`src/rtl/mem_scan_pkg.sv`:
```
//------------------------------------------------------------------------------
// Module  : mem_scan_pkg
// Brief   : Shared FSM state type and default widths for the memory scan
//           initiator.
// Rev     : 1.0
//------------------------------------------------------------------------------
`default_nettype none

package mem_scan_pkg;

    localparam int c_DEF_ADDR_W    = 64;
    localparam int c_DEF_DATA_W    = 64;
    localparam int c_DEF_CNT_W     = 16;
    localparam int c_DEF_MAX_OUTST = 4;

    typedef enum logic [1:0] {
        ST_IDLE  = 2'd0,
        ST_ISSUE = 2'd1,
        ST_DRAIN = 2'd2,
        ST_DONE  = 2'd3
    } state_t;

endpackage

`default_nettype wire

```
`src/rtl/mem_scan_credit.sv`:
```
//------------------------------------------------------------------------------
// Module  : mem_scan_credit
// Brief   : Outstanding-read counter and request issue permit.
// Rev     : 1.0
//------------------------------------------------------------------------------
`default_nettype none

module mem_scan_credit
    import mem_scan_pkg::*;
#(
    parameter int MAX_OUTST = c_DEF_MAX_OUTST
) (
    input  logic clk,
    input  logic rst,
    input  logic issue_en,
    input  logic req_ready,
    input  logic rsp_valid,
    output logic req_valid,
    output logic rsp_accept,
    output logic outst_zero
);

    localparam int c_OUT_W = $clog2(MAX_OUTST + 1);

    logic [c_OUT_W-1:0] r_outst;
    logic               w_fire;

    assign req_valid  = issue_en && (r_outst < c_OUT_W'(MAX_OUTST));
    assign w_fire     = req_valid && req_ready;
    // A response with nothing in flight is not ours and must not underflow
    assign rsp_accept = rsp_valid && (r_outst != '0);
    assign outst_zero = (r_outst == '0);

    always_ff @(posedge clk) begin
        if (rst) begin
            r_outst <= '0;
        end else if (w_fire && !rsp_accept) begin
            r_outst <= r_outst + c_OUT_W'(1);
        end else if (!w_fire && rsp_accept) begin
            r_outst <= r_outst - c_OUT_W'(1);
        end
    end

endmodule

`default_nettype wire

```
`src/rtl/mem_scan_initiator.sv`:
```
//------------------------------------------------------------------------------
// Module  : mem_scan_initiator
// Brief   : Issues a run of sequential reads and checks returned data against
//           the address; compare logic present only with MEM_SCAN_CHECK_EN.
// Rev     : 1.0
//------------------------------------------------------------------------------
`default_nettype none

module mem_scan_initiator
    import mem_scan_pkg::*;
#(
    parameter int ADDR_W    = c_DEF_ADDR_W,
    parameter int DATA_W    = c_DEF_DATA_W,
    parameter int CNT_W     = c_DEF_CNT_W,
    parameter int MAX_OUTST = c_DEF_MAX_OUTST
) (
    input  logic              clk,
    input  logic              rst,
    input  logic              start,
    input  logic [ADDR_W-1:0] base_addr,
    input  logic [CNT_W-1:0]  num_words,
    output logic              req_valid,
    output logic [ADDR_W-1:0] req_addr,
    input  logic              req_ready,
    input  logic              rsp_valid,
    input  logic [DATA_W-1:0] rsp_data,
    output logic              busy,
    output logic              done,
    output logic [CNT_W-1:0]  rsp_count,
    output logic [CNT_W-1:0]  err_count,
    output logic [ADDR_W-1:0] first_err_addr,
    output logic              spur_rsp
);

    state_t            r_state;
    state_t            w_state_nxt;
    logic [ADDR_W-1:0] r_base;
    logic [CNT_W-1:0]  r_num;
    logic [CNT_W-1:0]  r_issued;
    logic [CNT_W-1:0]  r_rsp_count;
    logic              r_spur;
    logic              w_start_ok;
    logic              w_req_fire;
    logic              w_last_fire;
    logic              w_rsp_accept;
    logic              w_outst_zero;

    mem_scan_credit #(
        .MAX_OUTST (MAX_OUTST)
    ) u_credit (
        .clk        (clk),
        .rst        (rst),
        .issue_en   (r_state == ST_ISSUE),
        .req_ready  (req_ready),
        .rsp_valid  (rsp_valid),
        .req_valid  (req_valid),
        .rsp_accept (w_rsp_accept),
        .outst_zero (w_outst_zero)
    );

    assign w_start_ok  = (r_state == ST_IDLE) && start;
    assign w_req_fire  = req_valid && req_ready;
    assign w_last_fire = w_req_fire && (r_issued == (r_num - CNT_W'(1)));

    always_ff @(posedge clk) begin
        if (rst) begin
            r_state <= ST_IDLE;
        end else begin
            r_state <= w_state_nxt;
        end
    end

    always_comb begin
        w_state_nxt = r_state;
        case (r_state)
            ST_IDLE:  if (start) w_state_nxt = (num_words == '0) ? ST_DONE : ST_ISSUE;
            ST_ISSUE: if (w_last_fire) w_state_nxt = ST_DRAIN;
            ST_DRAIN: if (w_outst_zero && (r_rsp_count == r_num)) w_state_nxt = ST_DONE;
            ST_DONE:  w_state_nxt = ST_IDLE;
            default:  w_state_nxt = ST_IDLE;
        endcase
    end

    always_ff @(posedge clk) begin
        if (rst) begin
            r_base      <= '0;
            r_num       <= '0;
            r_issued    <= '0;
            r_rsp_count <= '0;
            r_spur      <= 1'b0;
        end else begin
            if (w_start_ok) begin
                r_base      <= base_addr;
                r_num       <= num_words;
                r_issued    <= '0;
                r_rsp_count <= '0;
                r_spur      <= 1'b0;
            end else begin
                if (w_req_fire) r_issued <= r_issued + CNT_W'(1);
                if (w_rsp_accept && (r_rsp_count != '1)) r_rsp_count <= r_rsp_count + CNT_W'(1);
            end
            if (rsp_valid && !w_rsp_accept) r_spur <= 1'b1;
        end
    end

    assign req_addr  = r_base + ADDR_W'(r_issued);
    assign busy      = (r_state != ST_IDLE);
    assign done      = (r_state == ST_DONE);
    assign rsp_count = r_rsp_count;
    assign spur_rsp  = r_spur;

`ifdef MEM_SCAN_CHECK_EN
    logic [ADDR_W-1:0] w_exp_addr;
    logic              w_mismatch;
    logic [CNT_W-1:0]  r_err_count;
    logic [ADDR_W-1:0] r_first_err;

    // Responses return in order, so the k-th accepted one belongs to base+k
    assign w_exp_addr = r_base + ADDR_W'(r_rsp_count);
    assign w_mismatch = w_rsp_accept && (rsp_data != DATA_W'(w_exp_addr));

    always_ff @(posedge clk) begin
        if (rst) begin
            r_err_count <= '0;
            r_first_err <= '0;
        end else if (w_start_ok) begin
            r_err_count <= '0;
            r_first_err <= '0;
        end else if (w_mismatch) begin
            if (r_err_count == '0) r_first_err <= w_exp_addr;
            if (r_err_count != '1) r_err_count <= r_err_count + CNT_W'(1);
        end
    end

    assign err_count      = r_err_count;
    assign first_err_addr = r_first_err;
`else
    logic w_unused_rsp_data;
    assign w_unused_rsp_data = ^rsp_data;
    assign err_count         = '0;
    assign first_err_addr    = '0;
`endif

endmodule

`default_nettype wire

```
`config.mk`:
```
export PLATFORM = sky130hd
export DESIGN_NAME = mem_scan_initiator
export DESIGN_NICKNAME = d
export VERILOG_FILES = /design/src/rtl/mem_scan_pkg.sv /design/src/rtl/mem_scan_credit.sv /design/src/rtl/mem_scan_initiator.sv
export SDC_FILE = /design/constraint.sdc
export NUM_CORES = 1
export LEC_CHECK = 0
export ABC_CLOCK_PERIOD_IN_PS = 7300
export CAP_MARGIN = 20
export CORE_MARGIN = 2
export CORE_UTILIZATION = 40
export DETAILED_ROUTE_END_ITERATION = 8
export PLACE_DENSITY_LB_ADDON = 0.25
export SYNTH_ARGS = -nofsm -noshare
export SYNTH_HDL_FRONTEND = slang
export SYNTH_SLANG_ARGS = --single-unit
```
`constraint.sdc`:
```
create_clock -name clk -period 7.3 [get_ports clk]
set_input_delay 1.095 -clock clk [delete_from_list [all_inputs] [get_ports clk]]
set_output_delay 1.095 -clock clk [all_outputs]
set_load 0.02 [all_outputs]
```
==> impl_results.rst <==
.. list-table::
   :header-rows: 1

   * - Metric
     - Value
   * - Result of the run
     - completed
   * - Number of setup buffers added after CTS
     - 0
   * - Most frequently used cell type in the post-synthesis netlist
     - sky130_fd_sc_hd__nand2_1
   * - Drt first pass iters
     - 5
   * - Headroom to the max-slew limit
     - roughly a third
   * - Element type at the critical path end
     - output pin
   * - Total number of H-tree levels
     - 4
   * - Cell types occupying the most area after synthesis
     - sky130_fd_sc_hd__dfxtp_1 31%, sky130_fd_sc_hd__nand2_1 9.6%, sky130_fd_sc_hd__xnor2_1 9.1%
   * - Diodes inserted
     - 0
   * - Final worst-path cycle share
     - about 78%
   * - Final Total Pwr
     - 2.70 mW
   * - Area grow syn2layout
     - 27.7%
   * - Standard cell core area
     - 18800 sq um
   * - Leakage component of the power
     - 3.80 nW
   * - Deepest clock path buffer count
     - 2
   * - Switching Power
     - between 0.9 and 1 mW
   * - Layout cell share with drive strength beyond 1
     - under 10%
   * - Die width
     - around 140 um
   * - Number of ports placed on the die boundary
     - roughly 310
   * - Worst vdd ir
     - 0.157 mV
   * - Clock transition at the register clock pins on the worst setup and hold paths after CTS
     - 60 ps
   * - TritonCTS buffer count
     - 17
   * - Clock sinks
     - 118
   * - Post-route DRC violation count
     - 0
   * - Required time at the endpoint of the critical path
     - ~6200 ps
   * - Routed vias/inst
     - slightly below 5
   * - Count of endpoints failing hold in the final timing report
     - 0
   * - Yosys warns
     - 0
   * - Net total in the final layout
     - around 1300
   * - Number of register bits inferred by synthesis
     - between 100 and 150
   * - Initial DRC Count
     - roughly 310
   * - Number of input and output port buffers inserted
     - around 170
   * - TritonCTS clock tree
     - yes
   * - Post-route minimum period
     - between 5000 and 6000 ps
   * - Pins Over Slew Limit
     - 0
   * - Pin count of the biggest net entering global routing
     - 83
   * - Startpoint type of the worst setup path
     - register
   * - Avg WL per Cell
     - about 15 um
   * - Effective utilization at floorplan
     - 40.9%
   * - Top flip-flop cell by instance count after synthesis
     - sky130_fd_sc_hd__dfxtp_1
   * - Worst Tran Pin Value
     - 1030 ps
   * - Max FO, Critical Path
     - 19
   * - Overall routing resource usage
     - 20.2%
   * - Part of the power in registers
     - between 30% and 40%
   * - Routed vias
     - between 7000 and 8000
   * - Die Ht
     - between 100 and 150 um
   * - Area of the die
     - slightly above 20000 sq um
   * - Share of the synthesized area in the top cell type
     - a little under a third
   * - Number of rows in the core area
     - 50
   * - WS Path Type
     - register to output pin
   * - # resized after CTS
     - 0
   * - Most common library cells after synthesis
     - 198 x sky130_fd_sc_hd__nand2_1, 118 x sky130_fd_sc_hd__dfxtp_1, 108 x sky130_fd_sc_hd__a21oi_1, 81 x sky130_fd_sc_hd__buf_4, 80 x sky130_fd_sc_hd__xnor2_1
   * - Int Power
     - 1.75 mW
   * - First-pass GRT wire length
     - 32.5 mm
   * - Data arrival time of the critical path
     - approximately 4600 ps
   * - Cells after Synth
     - 1006
   * - Number of buffers added to fix hold violations after cts
     - 0
   * - Clock tree skew after final layout
     - ~5.3 ps
   * - Leftover overflow at the end of global routing
     - 0
   * - Net Sw Frac
     - a little over a third
   * - Via count of the first global-routing pass
     - ~6300
   * - Portion of total power attributed to combinational logic
     - ~34%
   * - Max-cap violations
     - 0
   * - Power share of the clock group
     - between 30% and 40%
   * - Number of endpoints failing setup at the final stage
     - 0
   * - Worst min path class
     - register to register
   * - Synthesized cell area
     - just under 8000 sq um
   * - Number of synthesized flops with an enable pin
     - 0
   * - Clk root buf
     - sky130_fd_sc_hd__clkbuf_16
   * - Worst-Skew Late Latency
     - about 420 ps
   * - Cell type with the highest aggregate area in the netlist
     - sky130_fd_sc_hd__dfxtp_1
   * - Mean instance size in the synthesized netlist
     - around 7.7 sq um
   * - Number of routed nets with antenna violations
     - 0
   * - Sequential fraction of the synthesis area
     - 30.7%
   * - Global placer's final weighted congestion
     - about 0.86
   * - WL final
     - roughly 21 mm
   * - Upper clock frequency limit
     - between 0.15 and 0.2 GHz
   * - Final HPWL from detailed placement
     - ~15 mm
   * - Final cell utilization of the core
     - a little over half
   * - Number of distinct library cells after synthesis
     - 60
   * - Proportion of synthesized flip-flops having asynchronous set or reset
     - 0%
   * - Total Negative Setup Slacks
     - 0 ps
   * - RSZ-0062 raised after global routing
     - false
   * - Total power density per cell area
     - roughly 270 nW/um^2
   * - Antenna violations before repair
     - 0
[routing by layer]
| metal | GRT usage (%) | vias up | wire length [um] |
|---|---|---|---|
| li1 | - | 3528 | - |
| met1 | 25.4 | 3260 | 8980 |
| met2 | 33.3 | 218 | 9960 |
| met3 | 6.98 | 19 | 1550 |
| met4 | 5.05 | 0 | 273 |
| met5 | 0 | - | 0 |
[cell usage in the layout, fill, tap and decap left out, types with 3 or more instances in the layout]
cell	count
sky130_fd_sc_hd__and4_1	13
sky130_fd_sc_hd__nand4_1	32
sky130_fd_sc_hd__or3_1	11
sky130_fd_sc_hd__and2_1	7
sky130_fd_sc_hd__inv_1	22
sky130_fd_sc_hd__xor2_1	40
sky130_fd_sc_hd__clkdlybuf4s50_1	167
sky130_fd_sc_hd__mux2i_1	3
sky130_fd_sc_hd__bufinv_16	5
sky130_fd_sc_hd__nor3_1	13
sky130_fd_sc_hd__conb_1	80
sky130_fd_sc_hd__and3_1	17
sky130_fd_sc_hd__nand2b_1	3
sky130_fd_sc_hd__nor2b_1	7
sky130_fd_sc_hd__ha_1	25
sky130_fd_sc_hd__nor4_1	12
sky130_fd_sc_hd__nand2_1	197
sky130_fd_sc_hd__nor2_1	54
sky130_fd_sc_hd__clkinvlp_4	4
sky130_fd_sc_hd__a31oi_1	3
sky130_fd_sc_hd__a21o_1	8
sky130_fd_sc_hd__nand3_1	37
sky130_fd_sc_hd__buf_4	5
sky130_fd_sc_hd__dfxtp_1	118
sky130_fd_sc_hd__clkbuf_16	17
sky130_fd_sc_hd__xnor2_1	80
sky130_fd_sc_hd__o21ai_0	20
sky130_fd_sc_hd__a21oi_1	108
[power groups by stage]
stage | Sequential (mW) | Combinational, mW | Clock [mW]
floorplan | 0.819 | 0.680 | 0
global placement | 0.850 | 0.918 | 0
detailed placement | 0.854 | 0.930 | 0
CTS | 0.840 | 0.937 | 0.954
global route | 0.854 | 1.02 | 0.978
finish | 0.841 | 0.927 | 0.933
[metrics by stage]
stage          setup slack [ps]  hold WS [ps]  instances  instance area (sq um)
2_1_floorplan              3200           441       1085                   8000
3_3_place_gp               2130           451       1385                   9190
3_5_place_dp               2130           457       1385                   9190
4_1_cts                    1610           464       1416                   9840
5_1_grt                    1340           483       1416                   9840
6_report                   1640           460       1416                   9840
[final timing paths]
kind | start | cells past startpoint | to | slack, ps
worst max-delay path | r_issued[0]$_SDFFE_PP0P_ | 12 | req_addr[38] | 1640
worst min-delay path | r_base[14]$_SDFFE_PP0P_ | 2 | r_base[14]$_SDFFE_PP0P_ | 460
worst max register to register | r_num[0]$_SDFFE_PP0P_ | 10 | r_state[1]$_SDFFE_PP0P_ | 4380
worst min register to register | r_base[14]$_SDFFE_PP0P_ | 2 | r_base[14]$_SDFFE_PP0P_ | 460
[state kept, by name, indices dropped and copies added (netlist names)]
| register | count |
|---|---|
| u_credit.r_outst | 3 |
| r_num | 16 |
| r_issued | 16 |
| r_state | 2 |
| r_base | 64 |
| spur_rsp | 1 |
| rsp_count | 16 |
[final cells by class]
cell class | count | area, sq um
Sequential cell | 118 | 2360
Clock inverter | 11 | 198
Multi-Input combinational cell | 812 | 4700
Tap cell | 260 | 325
Fill cell | 1821 | 8990
Inverter | 22 | 82.6
Clock buffer | 20 | 457
Timing Repair Buffer | 173 | 1710
[critical path, cell delays in order, from the launching register on]
cell and delay (ps):
sky130_fd_sc_hd__dfxtp_1 440, sky130_fd_sc_hd__ha_1 210, sky130_fd_sc_hd__inv_1 50, sky130_fd_sc_hd__fa_1 410, sky130_fd_sc_hd__nor2b_1 130, sky130_fd_sc_hd__o21ai_0 100, sky130_fd_sc_hd__a21boi_0 270, sky130_fd_sc_hd__o21ai_0 200
sky130_fd_sc_hd__a211o_1 390, sky130_fd_sc_hd__a21oi_2 790, sky130_fd_sc_hd__nand4_1 210, sky130_fd_sc_hd__xnor2_1 270, sky130_fd_sc_hd__clkdlybuf4s50_1 660
[kinds of logic after synthesis]
kind of cell | after synthesis | synth area share (%)
adder cells (fa/ha/maj) | 27 | 4.58
multiplexers | 4 | 0.536
flip-flops | 118 | 30.7
AND/OR/NAND/NOR | 419 | 26.1
AO/OA/AOI/OAI | 162 | 12.2
other | 1 | 0.0487
XOR/XNOR | 120 | 13.6
buffers and inverters | 155 | 12.2
(Power assumes the default switching activity.)
